===== config.mk =====
export PLATFORM = sky130hd
export DESIGN_NAME = vote_tally
export DESIGN_NICKNAME = d
export VERILOG_FILES = /design/src/rtl/vote_tally.sv
export SDC_FILE = /design/constraint.sdc
export NUM_CORES = 1
export LEC_CHECK = 0
export CAP_MARGIN = 20
export CORE_MARGIN = 4
export CORE_UTILIZATION = 45
export CTS_CLUSTER_SIZE = 12
export DETAILED_ROUTE_END_ITERATION = 8
export PLACE_DENSITY = 0.69
export SYNTH_ARGS = -nofsm -noshare
export SYNTH_HDL_FRONTEND = slang
export SYNTH_SLANG_ARGS = --single-unit

===== constraint.sdc =====
create_clock -name clk -period 3.6 [get_ports clk]
set_input_delay 0.36 -clock clk [delete_from_list [all_inputs] [get_ports clk]]
set_output_delay 0.36 -clock clk [all_outputs]
set_load 0.05 [all_outputs]

===== src/rtl/vote_tally.sv =====
// vote_tally: windowed ballot counter with per-candidate saturating tallies
// and a sequential winner scan after the voting window closes.
module vote_tally #(
  parameter int N_CAND = 3,
  parameter int CNT_W  = 8,
  localparam int WIN_W = $clog2(N_CAND)
) (
  input  logic                    clk,
  input  logic                    rst_n,
  input  logic                    open_i,
  input  logic                    close_i,
  input  logic                    clear_i,
  input  logic                    vote_valid,
  input  logic [N_CAND-1:0]       vote_sel,
  output logic                    vote_ready,
  output logic [N_CAND*CNT_W-1:0] cand_cnt,
  output logic [CNT_W-1:0]        invalid_cnt,
  output logic [WIN_W-1:0]        winner,
  output logic                    tie,
  output logic                    result_valid,
  output logic [1:0]              state_o
);

  typedef enum logic [1:0] {
    IDLE  = 2'd0,
    OPEN  = 2'd1,
    COUNT = 2'd2,
    DONE  = 2'd3
  } state_t;

  localparam logic [CNT_W-1:0] CNT_MAX  = {CNT_W{1'b1}};
  localparam logic [WIN_W-1:0] LAST_IDX = WIN_W'(N_CAND - 1);

  state_t           state_q;
  logic             ready_q;
  logic [CNT_W-1:0] cnt_q [N_CAND];
  logic [CNT_W-1:0] inv_q;
  logic [WIN_W-1:0] scan_q;
  logic [WIN_W-1:0] lead_q;
  logic [CNT_W-1:0] lead_cnt_q;
  logic             scan_tie_q;
  logic [WIN_W-1:0] winner_q;
  logic             tie_q;
  logic             rv_q;

  logic             accept;
  logic             onehot;
  logic             clr;
  logic [CNT_W-1:0] cur_cnt;
  logic [WIN_W-1:0] lead_d;
  logic [CNT_W-1:0] lead_cnt_d;
  logic             scan_tie_d;
  state_t           state_d;

  // Ballot acceptance, one-hot check and clear qualification
  always_comb begin
    accept = vote_valid && ready_q;
    onehot = (vote_sel != '0) &&
             ((vote_sel & (vote_sel - 1'b1)) == '0);
    clr    = clear_i && (state_q == IDLE || state_q == DONE);
  end

  // Leader comparison for the candidate currently being scanned
  always_comb begin
    cur_cnt    = '0;
    for (int i = 0; i < N_CAND; i++) begin
      if (scan_q == WIN_W'(i)) cur_cnt = cnt_q[i];
    end
    lead_d     = lead_q;
    lead_cnt_d = lead_cnt_q;
    scan_tie_d = scan_tie_q;
    if (scan_q == '0) begin
      lead_d     = '0;
      lead_cnt_d = cur_cnt;
      scan_tie_d = 1'b0;
    end else if (cur_cnt > lead_cnt_q) begin
      lead_d     = scan_q;
      lead_cnt_d = cur_cnt;
      scan_tie_d = 1'b0;
    end else if (cur_cnt == lead_cnt_q) begin
      scan_tie_d = 1'b1;
    end
  end

  // Next-state decode
  always_comb begin
    state_d = state_q;
    unique case (state_q)
      IDLE:  if (clr) state_d = IDLE;
             else if (open_i) state_d = OPEN;
      OPEN:  if (close_i) state_d = COUNT;
      COUNT: if (scan_q == LAST_IDX) state_d = DONE;
      DONE:  if (clr) state_d = IDLE;
      default: state_d = IDLE;
    endcase
  end

  // FSM, registered ready, scan registers and final result
  always_ff @(posedge clk or negedge rst_n) begin
    if (!rst_n) begin
      state_q    <= IDLE;
      ready_q    <= 1'b0;
      scan_q     <= '0;
      lead_q     <= '0;
      lead_cnt_q <= '0;
      scan_tie_q <= 1'b0;
      winner_q   <= '0;
      tie_q      <= 1'b0;
      rv_q       <= 1'b0;
    end else begin
      state_q <= state_d;
      ready_q <= (state_d == OPEN);
      if (state_q == COUNT) begin
        scan_q     <= scan_q + 1'b1;
        lead_q     <= lead_d;
        lead_cnt_q <= lead_cnt_d;
        scan_tie_q <= scan_tie_d;
        if (scan_q == LAST_IDX) begin
          winner_q <= lead_d;
          tie_q    <= scan_tie_d;
          rv_q     <= 1'b1;
        end
      end else begin
        scan_q <= '0;
      end
      if (clr) begin
        winner_q <= '0;
        tie_q    <= 1'b0;
        rv_q     <= 1'b0;
      end
    end
  end

  // Saturating candidate and spoiled-ballot tallies
  always_ff @(posedge clk or negedge rst_n) begin
    if (!rst_n) begin
      for (int i = 0; i < N_CAND; i++) cnt_q[i] <= '0;
      inv_q <= '0;
    end else if (clr) begin
      for (int i = 0; i < N_CAND; i++) cnt_q[i] <= '0;
      inv_q <= '0;
    end else if (accept) begin
      if (onehot) begin
        for (int i = 0; i < N_CAND; i++) begin
          if (vote_sel[i] && cnt_q[i] != CNT_MAX)
            cnt_q[i] <= cnt_q[i] + 1'b1;
        end
      end else if (inv_q != CNT_MAX) begin
        inv_q <= inv_q + 1'b1;
      end
    end
  end

  // Flatten tallies onto the output bus
  always_comb begin
    cand_cnt = '0;
    for (int i = 0; i < N_CAND; i++)
      cand_cnt[i*CNT_W +: CNT_W] = cnt_q[i];
  end

  assign vote_ready   = ready_q;
  assign invalid_cnt  = inv_q;
  assign winner       = winner_q;
  assign tie          = tie_q;
  assign result_valid = rv_q;
  assign state_o      = state_q;

endmodule


After elaboration in Yosys (flattened, before gate mapping)
Index checks and enable logic that the tools add are counted.
W data, S select, Z words.
{"block": "word_totals", "inputBits": 9, "ff_bits": 52, "output_inout_bits": 39}
{"block": "op_classes", "mux": 36, "n_addsub": 6, "n_lt_le_gt_ge": 1, "bitwise_logic": 1, "n_eq_ne": 12, "n_reduce_logical": 26}
{"op": "$mux W8", "count": 12}
{"op": "$mux W24", "count": 3}
{"op": "$add A8 B1 Y8 const B", "count": 4}
{"op": "$ne A8 B8 Y1 const B", "count": 4}
{"op": "$mux W2", "count": 11}
{"op": "$reduce_bool A2 Y1", "count": 9}
{"op": "$reduce_and A3 Y1", "count": 4}
{"op": "$mux W1", "count": 9}
{"op": "$eq A8 B8 Y1", "count": 1}
{"op": "$gt A8 B8 Y1", "count": 1}
{"op": "$pmux W2 S4", "count": 1}
{"op": "$eq A2 B1 Y1 const B", "count": 3}
{"op": "$eq A2 B2 Y1 const B", "count": 3}
{"op": "$logic_and A1 B1 Y1", "count": 6}
{"op": "$logic_not A2 Y1", "count": 2}
{"op": "$reduce_and A2 Y1", "count": 2}
{"op": "$and A3 B3 Y3", "count": 1}
{"op": "$logic_not A3 Y1", "count": 1}
{"op": "$reduce_bool A3 Y1", "count": 1}
{"op": "$sub A3 B1 Y3 const B", "count": 1}
{"op": "$add A2 B1 Y2 const B", "count": 1}
{"op": "$ne A2 B1 Y1 const B", "count": 1}
{"op": "$logic_or A1 B1 Y1", "count": 1}

Longest topological paths before layout
{"block": "logic_depth", "ltp_word": 11, "depth_mapped": 14, "ltp_nobuf": 12}

Worst setup path before layout
Ideal clock, no wire load.
{"block": "synth_path", "path_kind": "reg2reg", "from": "register scan_q[0]", "to": "register lead_cnt_q[1]", "arrival_ns": 2.822, "stages_incl_launch_ff": 15, "path_slack_ns": 0.653, "synth_period_minus_slack_ns": 2.947, "setup_ns": 0.125, "path_cell_list": "dfrtp_1 > inv_1 > ha_1 > clkbuf_1 > nand2_1 > nor2_1 > a21oi_1 > o21ai_0 > ha_1 > nor2b_1 > o211ai_1 > a21oi_1 > o311a_1 > buf_2 > mux2_2"}
{"block": "synth_between", "elab_chain_len": 7, "word_cells_on_any_way": 11}
{"item": "from (decl)", "line_no": "38", "text": "logic [WIN_W-1:0] scan_q;"}
{"item": "from (signal assigned)", "line_no": "114", "text": "scan_q <= scan_q + 1'b1;"}
{"item": "$logic_not A2 Y1", "line_no": "67", "text": "if (scan_q == WIN_W'(i)) cur_cnt = cnt_q[i];"}
{"item": "$mux W8 (2 in a row)", "line_no": "67"}
{"item": "$mux W8 (*)", "line_no": "67"}
{"item": "named net cur_cnt[1]", "line_no": "49", "text": "logic [CNT_W-1:0] cur_cnt;"}
{"item": "$gt A8 B8 Y1", "line_no": "76", "text": "end else if (cur_cnt > lead_cnt_q) begin"}
{"item": "$reduce_bool A2 Y1 (no line)"}
{"item": "$reduce_and A2 Y1 (no line)"}
{"item": "to (signal assigned)", "line_no": "116", "text": "lead_cnt_q <= lead_cnt_d;"}
{"item": "to (decl)", "line_no": "40", "text": "logic [CNT_W-1:0] lead_cnt_q;"}
The timed path passes the listed nets; every way through them passes the cells marked *. The select of a mux whose other input is x is not followed.
A chain may end at the register's enable or synchronous reset.

Worst setup path after layout
{"block": "layout_path", "from": "register scan_q[0]", "to": "register lead_cnt_q[5]"}
{"block": "layout_between", "elab_chain_len": 7, "word_cells_on_any_way": 11}
{"item": "$logic_not A2 Y1", "line_no": "67"}
{"item": "$mux W8 (2 in a row)", "line_no": "67"}
{"item": "$mux W8 (*)", "line_no": "67"}
{"item": "named net cur_cnt[1]", "line_no": "49"}
{"item": "$gt A8 B8 Y1 (*)", "line_no": "76"}
{"item": "$reduce_bool A2 Y1 (no line) (*)"}
{"item": "$reduce_and A2 Y1 (no line) (*)"}
Marks and branches as above.

==> metrics.md <==
| Metric | Value |
|---|---|
| Setup repair after global routing missed its margin | false |
| Cell types with the highest counts after synthesis | dfrtp_1, nor2_1, nand2_1 |
| Number of library cell types mapped by synthesis | 45 |
| Result of the run | complete, no violations |
| Clock slew at the register clock pins of the worst setup and hold paths | 90 ps |
| Worst setup slack after placement | 301 ps |
| Post CTS Setup Buffer Count | 0 |
| Mapped cell area | 3040 µm² |
| DRC violations left | 0 |
| Row cnt | 29 |
| CP Capture Type | flop |
| Seq/Total Area, Yosys | 42.7% |
| GR Layer Usage met3 | 3.25% |
| Number of DRC violations after detailed-routing iteration 0 | 162 |
| Met2 Use GR | 26.9% |
| Critical Path RT | 3790 ps |
| Antenna violations before repair | 0 |
| TritonCTS clock tree | yes |
| Count of antenna diodes in the layout | 0 |
| Peak supply drop | 0.000191 V |
| Count of synthesis-stage warnings from yosys | 0 |
| GRT met1 Usage | 23.9% |
| Sort of element at the start of the critical path | flop |
| Total iterations of the first detailed-routing run | 4 |
| DIE HEIGHT | 90.3 µm |
| Final Instance Count excl. Fillers | 459 |
| Fraction of final layout cells with drive strength greater than 1 | 6.54% |
| Maxcap violations | 0 |
| Count of flip-flops with a built-in enable after synthesis | 0 |
| Area share of the largest cell type after synthesis | 42.7% |
| Pin slew with the least headroom to its limit | 642 ps |
| Number of standard cells after synthesis | 339 |
| Worst clock skew | 11.6 ps |
| F_max | 304 MHz |
| Min setup slack post-route | 312 ps |
| Setup TNS | 0 ps |
| Slowest library cell on the worst path | o311a_2 |
| Post-route antenna net violation count | 0 |
| Maximum fanout encountered on the critical timing path | 13 |
| Top area cells in the synthesized netlist | dfrtp_1, ha_1, xnor2_1, nor2_1, nand2_1 |
| Cell chosen for the clock root | clkbuf_8 |
| Start-to-end type of the worst setup path | reg -> reg |
| Clock net sink count | 52 |
| Total CTS buffers | 5 |
| Half-perimeter wire length of the detailed placement result | 4.89 mm |
| Portion of the clock cycle consumed by the worst path in the final layout | 91.3% |
| Pins Over Slew Limit | 0 |
| Die area | 8150 µm² |
| I/O Buffers | 47 |
| Final hold vios | 0 |
| Cts hold-fix bufs | 0 |
| GP Congestion | 0.796 |
| Avg Inst Size Synth | 8.98 µm² |
| Largest net degree at the start of global routing | 53 |
| Cell-by-cell trace of the critical path | inv_1 -> ha_1 -> nand2_1 -> nor2_1 -> a21oi_1 -> o21ai_0 -> ha_1 -> nor2b_1 -> o211ai_1 -> a21oi_1 -> o311a_2 -> mux2_2 |
| Cell accounting for the most synthesized area | dfrtp_1 |
| Final worst path period need | 3290 ps |
| Count of instances resized after the clock tree is built | 0 |
| Routed vias/inst | 5.55 |
| Worst Hold Class | in -> async |
| Initial standard-cell utilization of the core | 47.1% |
| Floorplan core area | 6460 µm² |
| Busiest grt layer | met2 |
| Total setup violations reported at the end of the flow | 0 |
| Worst slew margin relative to its limit | 57.2% |
| Deepest level of the CTS H-tree | 2 |
| Via Count | 2548 |
| Async set or reset register ratio after synthesis | 100% |
| Buffer depth of the longest clock path | 2 |
| Global-route total usage across every layer | 17.2% |
| Power density relative to cell area | 452 nW/µm² |
| Wire length after detailed routing | 6.76 mm |
| First-pass GRT wire length | 11.7 mm |
| Number of global-route vias before repair | 2450 |
| Die span in x | 90.3 µm |
| Post-layout nets | 409 |
| Data arrival time of the critical path | 3480 ps |
| Placed instance count | 451 |
| GR Overflow Total | 0 |
| Top-level port count | 48 |
| Layout Area Growth over Synthesis | 20.2% |
| Leakage power | 0.00152 µW |
| Synth Net Count | 367 |
| Max incr delay on CP | 530 ps |
| Top flip-flop cell by instance count after synthesis | dfrtp_1 |
| Clock latency on the worst-skew pair | 300 ps |
| Most instantiated library cell after synthesis | dfrtp_1 |
| Routed WL per cell | 14.7 µm |
| Number of synthesized register bits | 52 |
[worst max-delay path, delay by kind of cell (launching register included)]
kind / cells / cell delay, ps
AO/OA/AOI/OAI: 5 / 1230
adder cells (fa/ha/maj): 2 / 750
buffers and inverters: 1 / 120
multiplexers: 1 / 310
AND/OR/NAND/NOR: 3 / 340
flip-flops: 1 / 420
[state kept, by name, indices dropped and copies added, names as in the netlist, 2 cells and up]
| signal | cells |
|---|---|
| winner | 2 |
| scan_q | 2 |
| lead_q | 2 |
| lead_cnt_q | 8 |
| cand_cnt | 24 |
| invalid_cnt | 8 |
| state_o | 2 |
[stage by stage]
| step | hold WS, ps | utilization (%) | instance area [µm²] | total power, µW |
|---|---|---|---|---|
| floorplan | 64.4 | - | 3040 | 1140 |
| global route | 227 | 56.7 | 3660 | 1760 |
| CTS | 193 | 56.6 | 3660 | 1670 |
| global placement | 465 | 55.2 | 3570 | 1320 |
| finish | 158 | 56.7 | 3660 | 1650 |
| detailed placement | 477 | 55.2 | 3570 | 1320 |
[report_power, final]
group	internal (µW)	leakage, µW	total [µW]	switching (µW)
Sequential	629	0.000720	682	53.1
Clock	157	0.0000455	342	185
Combinational	209	0.000759	630	421
[layer usage]
metal	vias up	wire (µm)	part of all wire, %
met5	-	0	0
met2	55	3190	47
met4	0	86	1.3
li1	1263	-	-
met1	1221	3190	47
met3	9	295	4.4
[layout by cell type, fill, tap and decap left out, drive strengths merged, types with 6 or more instances in the layout]
master	n
nor4	6
dfrtp	52
clkbuf	8
nor2	38
nand4	12
ha	19
a21oi	24
nand2	35
nand3	12
o21ai	19
inv	26
clkdlybuf4s50	46
mux2	7
xor2	7
nor3	11
xnor2	18
[area by class of cell]
type	instances	area [µm²]
multi-input combinational	247	1590
inverter	26	97.6
fill	576	2800
clock buffer	8	90.1
timing repair buffer	49	480
sequential	52	1300
tap	77	96.3
[worst paths after layout]
check | from | end | slack, ps | cells past startpoint
setup / recovery | scan_q[0] | lead_cnt_q[5] | 310 | 12
hold / removal | rst_n | winner[1] | 160 | 2
setup reg to reg | scan_q[0] | lead_cnt_q[5] | 310 | 12
hold reg to reg | tie | tie | 490 | 2
max in group asynchronous | rst_n | cand_cnt[8] | 3010 | 2
min in group clk | tie | tie | 490 | 2
[kinds of logic (layout without fill, tap and decap cells)]
| family | after synthesis | after routing | share of synthesized area (%) |
|---|---|---|---|
| AND/OR/NAND/NOR | 128 | 128 | 19.7 |
| AO/OA/AOI/OAI | 65 | 65 | 13.7 |
| flip-flops | 52 | 52 | 42.7 |
| buffers and inverters | 40 | 83 | 5.01 |
| XOR/XNOR | 25 | 25 | 7.44 |
| adder cells (fa/ha/maj) | 19 | 19 | 7.81 |
| multiplexers | 10 | 10 | 3.58 |
Power figures use the tool's default switching activity.
